File: src/rtl/ctrl_seq_if.sv
// Instruction/address bundle between an instruction source and ctrl_seq.
// Source drives i_valid/value; the sequencer returns ready, issued address and status.
interface ctrl_seq_if #(
    parameter int ADDRESS_BITS = 5,
    parameter int INSTR_BITS   = 3
);
    localparam int VALUE_BITS = INSTR_BITS + ADDRESS_BITS;

    logic                    i_valid;
    logic                    i_ready;
    logic [VALUE_BITS-1:0]   value;
    logic [ADDRESS_BITS-1:0] o_address;
    logic                    o_strobe;
    logic                    o_busy;
    logic                    o_error;

    modport master (
        output i_valid, value,
        input  i_ready, o_address, o_strobe, o_busy, o_error
    );

    modport slave (
        input  i_valid, value,
        output i_ready, o_address, o_strobe, o_busy, o_error
    );
endinterface

File: src/rtl/ctrl_seq.sv
// Line-address sequencer: decodes SET/INC/DEC/BURST/WAIT instructions into strobed addresses.
// Latency: an issued address and its strobe appear the cycle after the accepting edge.
// Backpressure: i_ready is low for the whole of a BURST or WAIT; the source holds its word.
module ctrl_seq #(
    parameter int ADDRESS_BITS = 5,
    parameter int INSTR_BITS   = 3
) (
    input  logic        clk,
    input  logic        rst,
    ctrl_seq_if.slave   bus
);
    localparam int VALUE_BITS = INSTR_BITS + ADDRESS_BITS;

    localparam logic [INSTR_BITS-1:0]   OP_NOP   = INSTR_BITS'(0);
    localparam logic [INSTR_BITS-1:0]   OP_SET   = INSTR_BITS'(1);
    localparam logic [INSTR_BITS-1:0]   OP_INC   = INSTR_BITS'(2);
    localparam logic [INSTR_BITS-1:0]   OP_DEC   = INSTR_BITS'(3);
    localparam logic [INSTR_BITS-1:0]   OP_BURST = INSTR_BITS'(4);
    localparam logic [INSTR_BITS-1:0]   OP_WAIT  = INSTR_BITS'(5);
    localparam logic [ADDRESS_BITS-1:0] ONE      = ADDRESS_BITS'(1);
    localparam logic [ADDRESS_BITS-1:0] ZERO     = '0;

    typedef enum logic [1:0] {
        IDLE,
        BURST,
        WAIT
    } state_t;

    state_t                  state, state_nxt;
    logic [ADDRESS_BITS-1:0] addr_q, addr_nxt;
    logic [ADDRESS_BITS-1:0] cnt_q, cnt_nxt;
    logic                    strobe_q, strobe_nxt;
    logic                    error_q, error_nxt;

    logic [INSTR_BITS-1:0]   opcode;
    logic [ADDRESS_BITS-1:0] operand;
    logic                    accept;

    assign opcode  = bus.value[VALUE_BITS-1:ADDRESS_BITS];
    assign operand = bus.value[ADDRESS_BITS-1:0];
    assign accept  = bus.i_valid && (state == IDLE);

    always_ff @(posedge clk or posedge rst) begin
        if (rst) begin
            state    <= IDLE;
            addr_q   <= '0;
            cnt_q    <= '0;
            strobe_q <= 1'b0;
            error_q  <= 1'b0;
        end else begin
            state    <= state_nxt;
            addr_q   <= addr_nxt;
            cnt_q    <= cnt_nxt;
            strobe_q <= strobe_nxt;
            error_q  <= error_nxt;
        end
    end

    always_comb begin
        state_nxt  = state;
        addr_nxt   = addr_q;
        cnt_nxt    = cnt_q;
        strobe_nxt = 1'b0;
        error_nxt  = error_q;
        case (state)
            IDLE: begin
                if (accept) begin
                    case (opcode)
                        OP_NOP: ;
                        OP_SET: begin
                            addr_nxt   = operand;
                            strobe_nxt = 1'b1;
                        end
                        OP_INC: begin
                            addr_nxt   = addr_q + operand;
                            strobe_nxt = 1'b1;
                        end
                        OP_DEC: begin
                            addr_nxt   = addr_q - operand;
                            strobe_nxt = 1'b1;
                        end
                        OP_BURST: begin
                            // First issued address is the current one, so no increment here.
                            state_nxt  = BURST;
                            cnt_nxt    = operand;
                            strobe_nxt = 1'b1;
                        end
                        OP_WAIT: begin
                            if (operand != ZERO) begin
                                state_nxt = WAIT;
                                cnt_nxt   = operand - ONE;
                            end
                        end
                        default: error_nxt = 1'b1;
                    endcase
                end
            end
            BURST: begin
                if (cnt_q == ZERO) begin
                    state_nxt = IDLE;
                end else begin
                    addr_nxt   = addr_q + ONE;
                    cnt_nxt    = cnt_q - ONE;
                    strobe_nxt = 1'b1;
                end
            end
            WAIT: begin
                if (cnt_q == ZERO) begin
                    state_nxt = IDLE;
                end else begin
                    cnt_nxt = cnt_q - ONE;
                end
            end
            default: state_nxt = IDLE;
        endcase
    end

    assign bus.i_ready   = (state == IDLE);
    assign bus.o_busy    = (state != IDLE);
    assign bus.o_address = addr_q;
    assign bus.o_strobe  = strobe_q;
    assign bus.o_error   = error_q;
endmodule

File: src/flat_wrapper.sv
// flat-port wrapper written by rule: the top's interface ports become plain ports
module ctrl_seq_flat 
#(
    parameter int ADDRESS_BITS = 5,
    parameter int INSTR_BITS   = 3
)
  (clk, rst, bus_i_valid, bus_value, bus_i_ready, bus_o_address, bus_o_strobe, bus_o_busy, bus_o_error);
  ctrl_seq_if #(.ADDRESS_BITS(ADDRESS_BITS), .INSTR_BITS(INSTR_BITS)) bus_i ();
  input  logic clk;
  input  logic rst;
  input wire logic [$bits(bus_i.i_valid)-1:0] bus_i_valid;
  input wire logic [$bits(bus_i.value)-1:0] bus_value;
  output wire logic [$bits(bus_i.i_ready)-1:0] bus_i_ready;
  output wire logic [$bits(bus_i.o_address)-1:0] bus_o_address;
  output wire logic [$bits(bus_i.o_strobe)-1:0] bus_o_strobe;
  output wire logic [$bits(bus_i.o_busy)-1:0] bus_o_busy;
  output wire logic [$bits(bus_i.o_error)-1:0] bus_o_error;
  assign bus_i.i_valid = bus_i_valid;
  assign bus_i.value = bus_value;
  assign bus_i_ready = bus_i.i_ready;
  assign bus_o_address = bus_i.o_address;
  assign bus_o_strobe = bus_i.o_strobe;
  assign bus_o_busy = bus_i.o_busy;
  assign bus_o_error = bus_i.o_error;
  ctrl_seq #(.ADDRESS_BITS(ADDRESS_BITS), .INSTR_BITS(INSTR_BITS)) u_core (.clk(clk), .rst(rst), .bus(bus_i));
endmodule
File: config.mk
export PLATFORM = sky130hd
export DESIGN_NAME = ctrl_seq_flat
export DESIGN_NICKNAME = d
export VERILOG_FILES = /design/src/rtl/ctrl_seq_if.sv /design/src/rtl/ctrl_seq.sv /design/src/flat_wrapper.sv
export SDC_FILE = /design/constraint.sdc
export NUM_CORES = 1
export LEC_CHECK = 0
export CAP_MARGIN = 20
export CELL_PAD_IN_SITES_DETAIL_PLACEMENT = 0
export CELL_PAD_IN_SITES_GLOBAL_PLACEMENT = 2
export CORE_MARGIN = 2
export CORE_UTILIZATION = 33
export CTS_BUF_LIST = sky130_fd_sc_hd__clkbuf_8
export DETAILED_ROUTE_END_ITERATION = 6
export PLACE_DENSITY = 0.81
export SLEW_MARGIN = 20
export SYNTH_ARGS = -nofsm -noshare
export SYNTH_HDL_FRONTEND = slang
export SYNTH_SLANG_ARGS = --single-unit
export TNS_END_PERCENT = 100
File: constraint.sdc
create_clock -name clk -period 3.1 [get_ports clk]
set_clock_uncertainty 0.15 [all_clocks]
set_input_delay 0.62 -clock clk [delete_from_list [all_inputs] [get_ports clk]]
set_output_delay 0.62 -clock clk [all_outputs]
set_load 0.03 [all_outputs]
==> out/results.txt <==
The flow ran to the end, and the final reports show no timing, DRC or antenna violations. The number of antenna cells inserted was 0; the largest driver fanout on the critical path was 2. The analysis attributes to cell leakage a power of 0.814 nW. The share of the clock period used by the worst path after layout is 95.9%. The tools report the arrival time at the worst endpoint as 2.97 ns. For this block, the initial DRC count from the detailed router was 47. After synthesis the netlist holds a flip-flop and latch count of 14. The final estimated routing congestion in global placement was 0.752. The worst reg2reg path depth was 8; the cell count after placement was 236.

The number of nets in the synthesized netlist is 182. Prior to clock tree synthesis, the placed netlist has a worst setup slack of -0.471 ns. For the initial antenna violation count, the log shows 0. The area share of the leading cell type in the synthesized netlist is 26.8%, and the die height is 66.9 um. The most common flop cell mapped by yosys is sky130_fd_sc_hd__dfrtp_1. CTS saw 14 sinks. The area of the die is 0.00447 mm2, and the routed via count divided by cell count is 5.07. Static timing analysis puts the maximum clock frequency at 0.336 GHz. Entering global routing, the biggest net connects 15 pins. The power per unit of standard cell area was 1000 mW/mm2. Cells with a size suffix above 1 make up 21.6% of the layout. The tools report the worst path required time as 3.09 ns. The initial utilization of the core area, before any placement, comes to 34.9%. The tools report the worst setup path endpoint as u_core.bus.o_address[3]. The non-filler instance count after layout is 242, and the number of nets with antenna violations after routing is 0. The class of the worst hold path is flip-flop to flip-flop. For the pin with the worst max-slew slack, the measured transition is 0.613 ns. Walking the worst path, the cells encountered are clkdlybuf4s50_1 -> nor2_4 -> nand2_2 -> mux2i_1 -> buf_4 -> buf_4 -> buf_4 -> ha_1 -> nor2b_1 -> o21a_1 -> or3_1 -> a41oi_2 -> a21oi_2. The final-report max-slew violation count was 0; the number of library cell types mapped by synthesis was 45. The die is 66.9 um wide.

Global routing used 17.7% of the available tracks. Among all stages on the critical path, the largest delay is contributed by sky130_fd_sc_hd__clkdlybuf4s50_1. Counting every instance in the synthesized netlist gives 158. Number of max-cap violations: 0. TritonCTS built the clock tree. Summing every instance area after synthesis gives 0.00131 mm2.

The tools report the via count of the first global-routing pass as 1244. The number of levels in the clock H-tree was 1. In the post-synthesis netlist, the cell with the most instances is sky130_fd_sc_hd__nand2_1. The core region is 0.00374 mm2. Hold timing on the final database bottoms out at a slack of 0.322 ns. Clock tree synthesis inserted a total of 3 buffers.

The number of DRC violations after detailed routing was 0. Path type of the worst setup path: input pin to flip-flop. The number of hold violations in the final report was 0; the count of standard-cell rows was 22.

In this run the mean area of a mapped cell was 8.26 um2. For this run, the slowest stage of the critical path takes 0.46 ns. The cell chosen for the clock root is sky130_fd_sc_hd__clkbuf_8.

The run gives 2690 um as the HPWL reported at the end of detailed placement. After filler insertion, the fill cell instance count of the layout stands at 380. The final layout contains routed wiring with a total length of 3480 um.

The number of failing setup endpoints in the final timing report came out at 0. The post-layout minimum cycle time came out at 2.97 ns. Post-synthesis cell type with the largest combined area: sky130_fd_sc_hd__dfrtp_1. Post-synthesis to final-layout area growth: 37.1%.

Counting flops with an async set or reset pin after synthesis yields a share of 100%. No sink is reached through more buffers than the 2 on the longest clock path. The setup slack of the worst register-to-register path was 0.71 ns; the placed cell area was 0.00165 mm2. The clock-pin slew reported for the worst setup and hold paths after clock tree synthesis is 0.07 ns, and the routed wirelength normalized by instance count is 14.4 um.

The worst-case headroom to the max-slew limit was 59.1%; the final critical-path setup slack was 0.126 ns. For this run, the number of Yosys warnings is 0. In this run the worst setup path begins at bus_value[7]. The net count of the finished layout is 219. The tools report the peak ir drop on the vdd network as 0.381 mV. After synthesis, flip-flops and latches occupy 26.8% of the total area. The first global-routing pass estimated 5800 um of wire.

The first detailed-routing pass ran for 4 iterations. The total global routing overflow came out at 0. Among the stages of the critical path, the cell type that occurs most often is sky130_fd_sc_hd__buf_4.

The startpoint identified for the worst register-to-register timing path is u_core.bus.o_address[0]. The tools report the clock latency reported for the late side of the worst-skew pair as 0.26 ns. End of the worst register-to-register path: u_core.bus.o_address[4]. The via total after detailed routing was 1227.

By area the synthesized netlist is led by sky130_fd_sc_hd__dfrtp_1 (27%), sky130_fd_sc_hd__ha_1 (12%), sky130_fd_sc_hd__nand2_1 (6.9%), sky130_fd_sc_hd__o21ai_0 (5.0%), sky130_fd_sc_hd__inv_1 (4.6%). The tools report the number of I/O pins as 20. With fillers left out, the area of the finished cells amounts to 0.00179 mm2. The number of synthesized flops with an enable pin was 0. STA classifies the critical path startpoint as an input pin.

The element type at the critical path end is a flip-flop. By count the netlist is led by sky130_fd_sc_hd__nand2_1 (24), sky130_fd_sc_hd__inv_1 (16), sky130_fd_sc_hd__dfrtp_1 (14). Input and output buffers added on the ports amount to 19.
-- per-stage QoR --
stage / utilization (%) / power (mW) / setup TNS (ns)
floorplan: - / 1.16 / 0
global placement: 44.1 / 1.50 / -0.534
detailed placement: 44.1 / 1.53 / -0.723
CTS: 46.9 / 1.78 / 0
global route: 47.8 / 1.96 / -0.00677
finish: 47.8 / 1.79 / 0
-- final cells by class --
class	instances	area [um2]	share of cell area, %
Timing Repair Buffer	37	329	18.4
Clock buffer	4	55.1	3.08
Multi-Input combinational cell	123	935	52.2
Inverter	16	60.1	3.36
Sequential cell	14	350	19.6
Tap cell	48	60.1	3.36
-- layout by cell type, fill, tap and decap left out, drive strengths merged, types with 3 or more instances in the layout --
cell	Yosys	layout
nand3	4	4
nand2b	3	3
clkdlybuf4s50	0	16
nor3	5	5
mux2i	3	3
xnor2	6	6
clkbuf	2	4
dfrtp	14	14
xor2	3	3
o21ai	13	13
ha	12	12
a21oi	12	12
nor2	5	5
inv	16	16
buf	3	18
nand2	24	24
-- repair_timing --
| action | in CTS | in global routing |
|---|---|---|
| pin swaps | 4 | 5 |
| endpoints found under the setup margin | 1 | 2 |
| resized for setup | 7 | 10 |
| hold buffers | 0 | 0 |
| setup buffers | 2 | 0 |
-- logic make-up (layout without fill, tap and decap cells) --
logic type,after synthesis,in the layout,synth area share [%]
compound gates,43,43,22.1
xor+xnor,9,9,6.04
fa+ha+maj,13,13,13.0
buf+inv,21,57,6.62
flops,14,14,26.8
mux,5,5,4.03
simple gates,53,53,21.3
-- metal layers --
metal	vias up	global-route usage (%)	part of all wire, %
li1	628	-	-
met1	589	21.6	47
met2	6	31.1	51
met3	4	2.53	1.3
met4	0	6.89	1.1
met5	-	0	0
-- report_power, final --
| group | internal (mW) | leakage, nW | switching [mW] | total (mW) |
|---|---|---|---|---|
| clock network | 0.113 | 0.0288 | 0.0781 | 0.191 |
| registers | 0.275 | 0.162 | 0.111 | 0.386 |
| logic | 0.558 | 0.623 | 0.656 | 1.21 |
| total | 0.945 | 0.814 | 0.845 | 1.79 |
-- critical path, delay by kind of cell --
kind	cells	cell delay, ns
muxes	1	0.13
AOI/OAI and AO/OA	3	0.44
buffers and inverters	4	0.84
adders and majority gates	1	0.25
and+or+nand+nor	4	0.70
-- worst min path at each step --
stage	slack [ns]	depth (start not counted)	startpoint	endpoint
2_1_floorplan	0.32	2	u_core.cnt_q[1]	u_core.cnt_q[1]
3_3_place_gp	0.30	1	u_core.bus.o_error	u_core.bus.o_error
3_5_place_dp	0.31	1	u_core.bus.o_error	u_core.bus.o_error
4_1_cts	0.32	1	u_core.bus.o_error	u_core.bus.o_error
5_1_grt	0.35	1	u_core.bus.o_error	u_core.bus.o_error
6_report	0.32	1	u_core.bus.o_error	u_core.bus.o_error
-- flip-flops by register name (all words and copies together) (netlist names) --
register / cells
u_core.bus.o_address: 5
u_core.bus.o_strobe: 1
u_core.cnt_q: 5
u_core.state: 2
u_core.bus.o_error: 1
(Power assumes the default switching activity.)
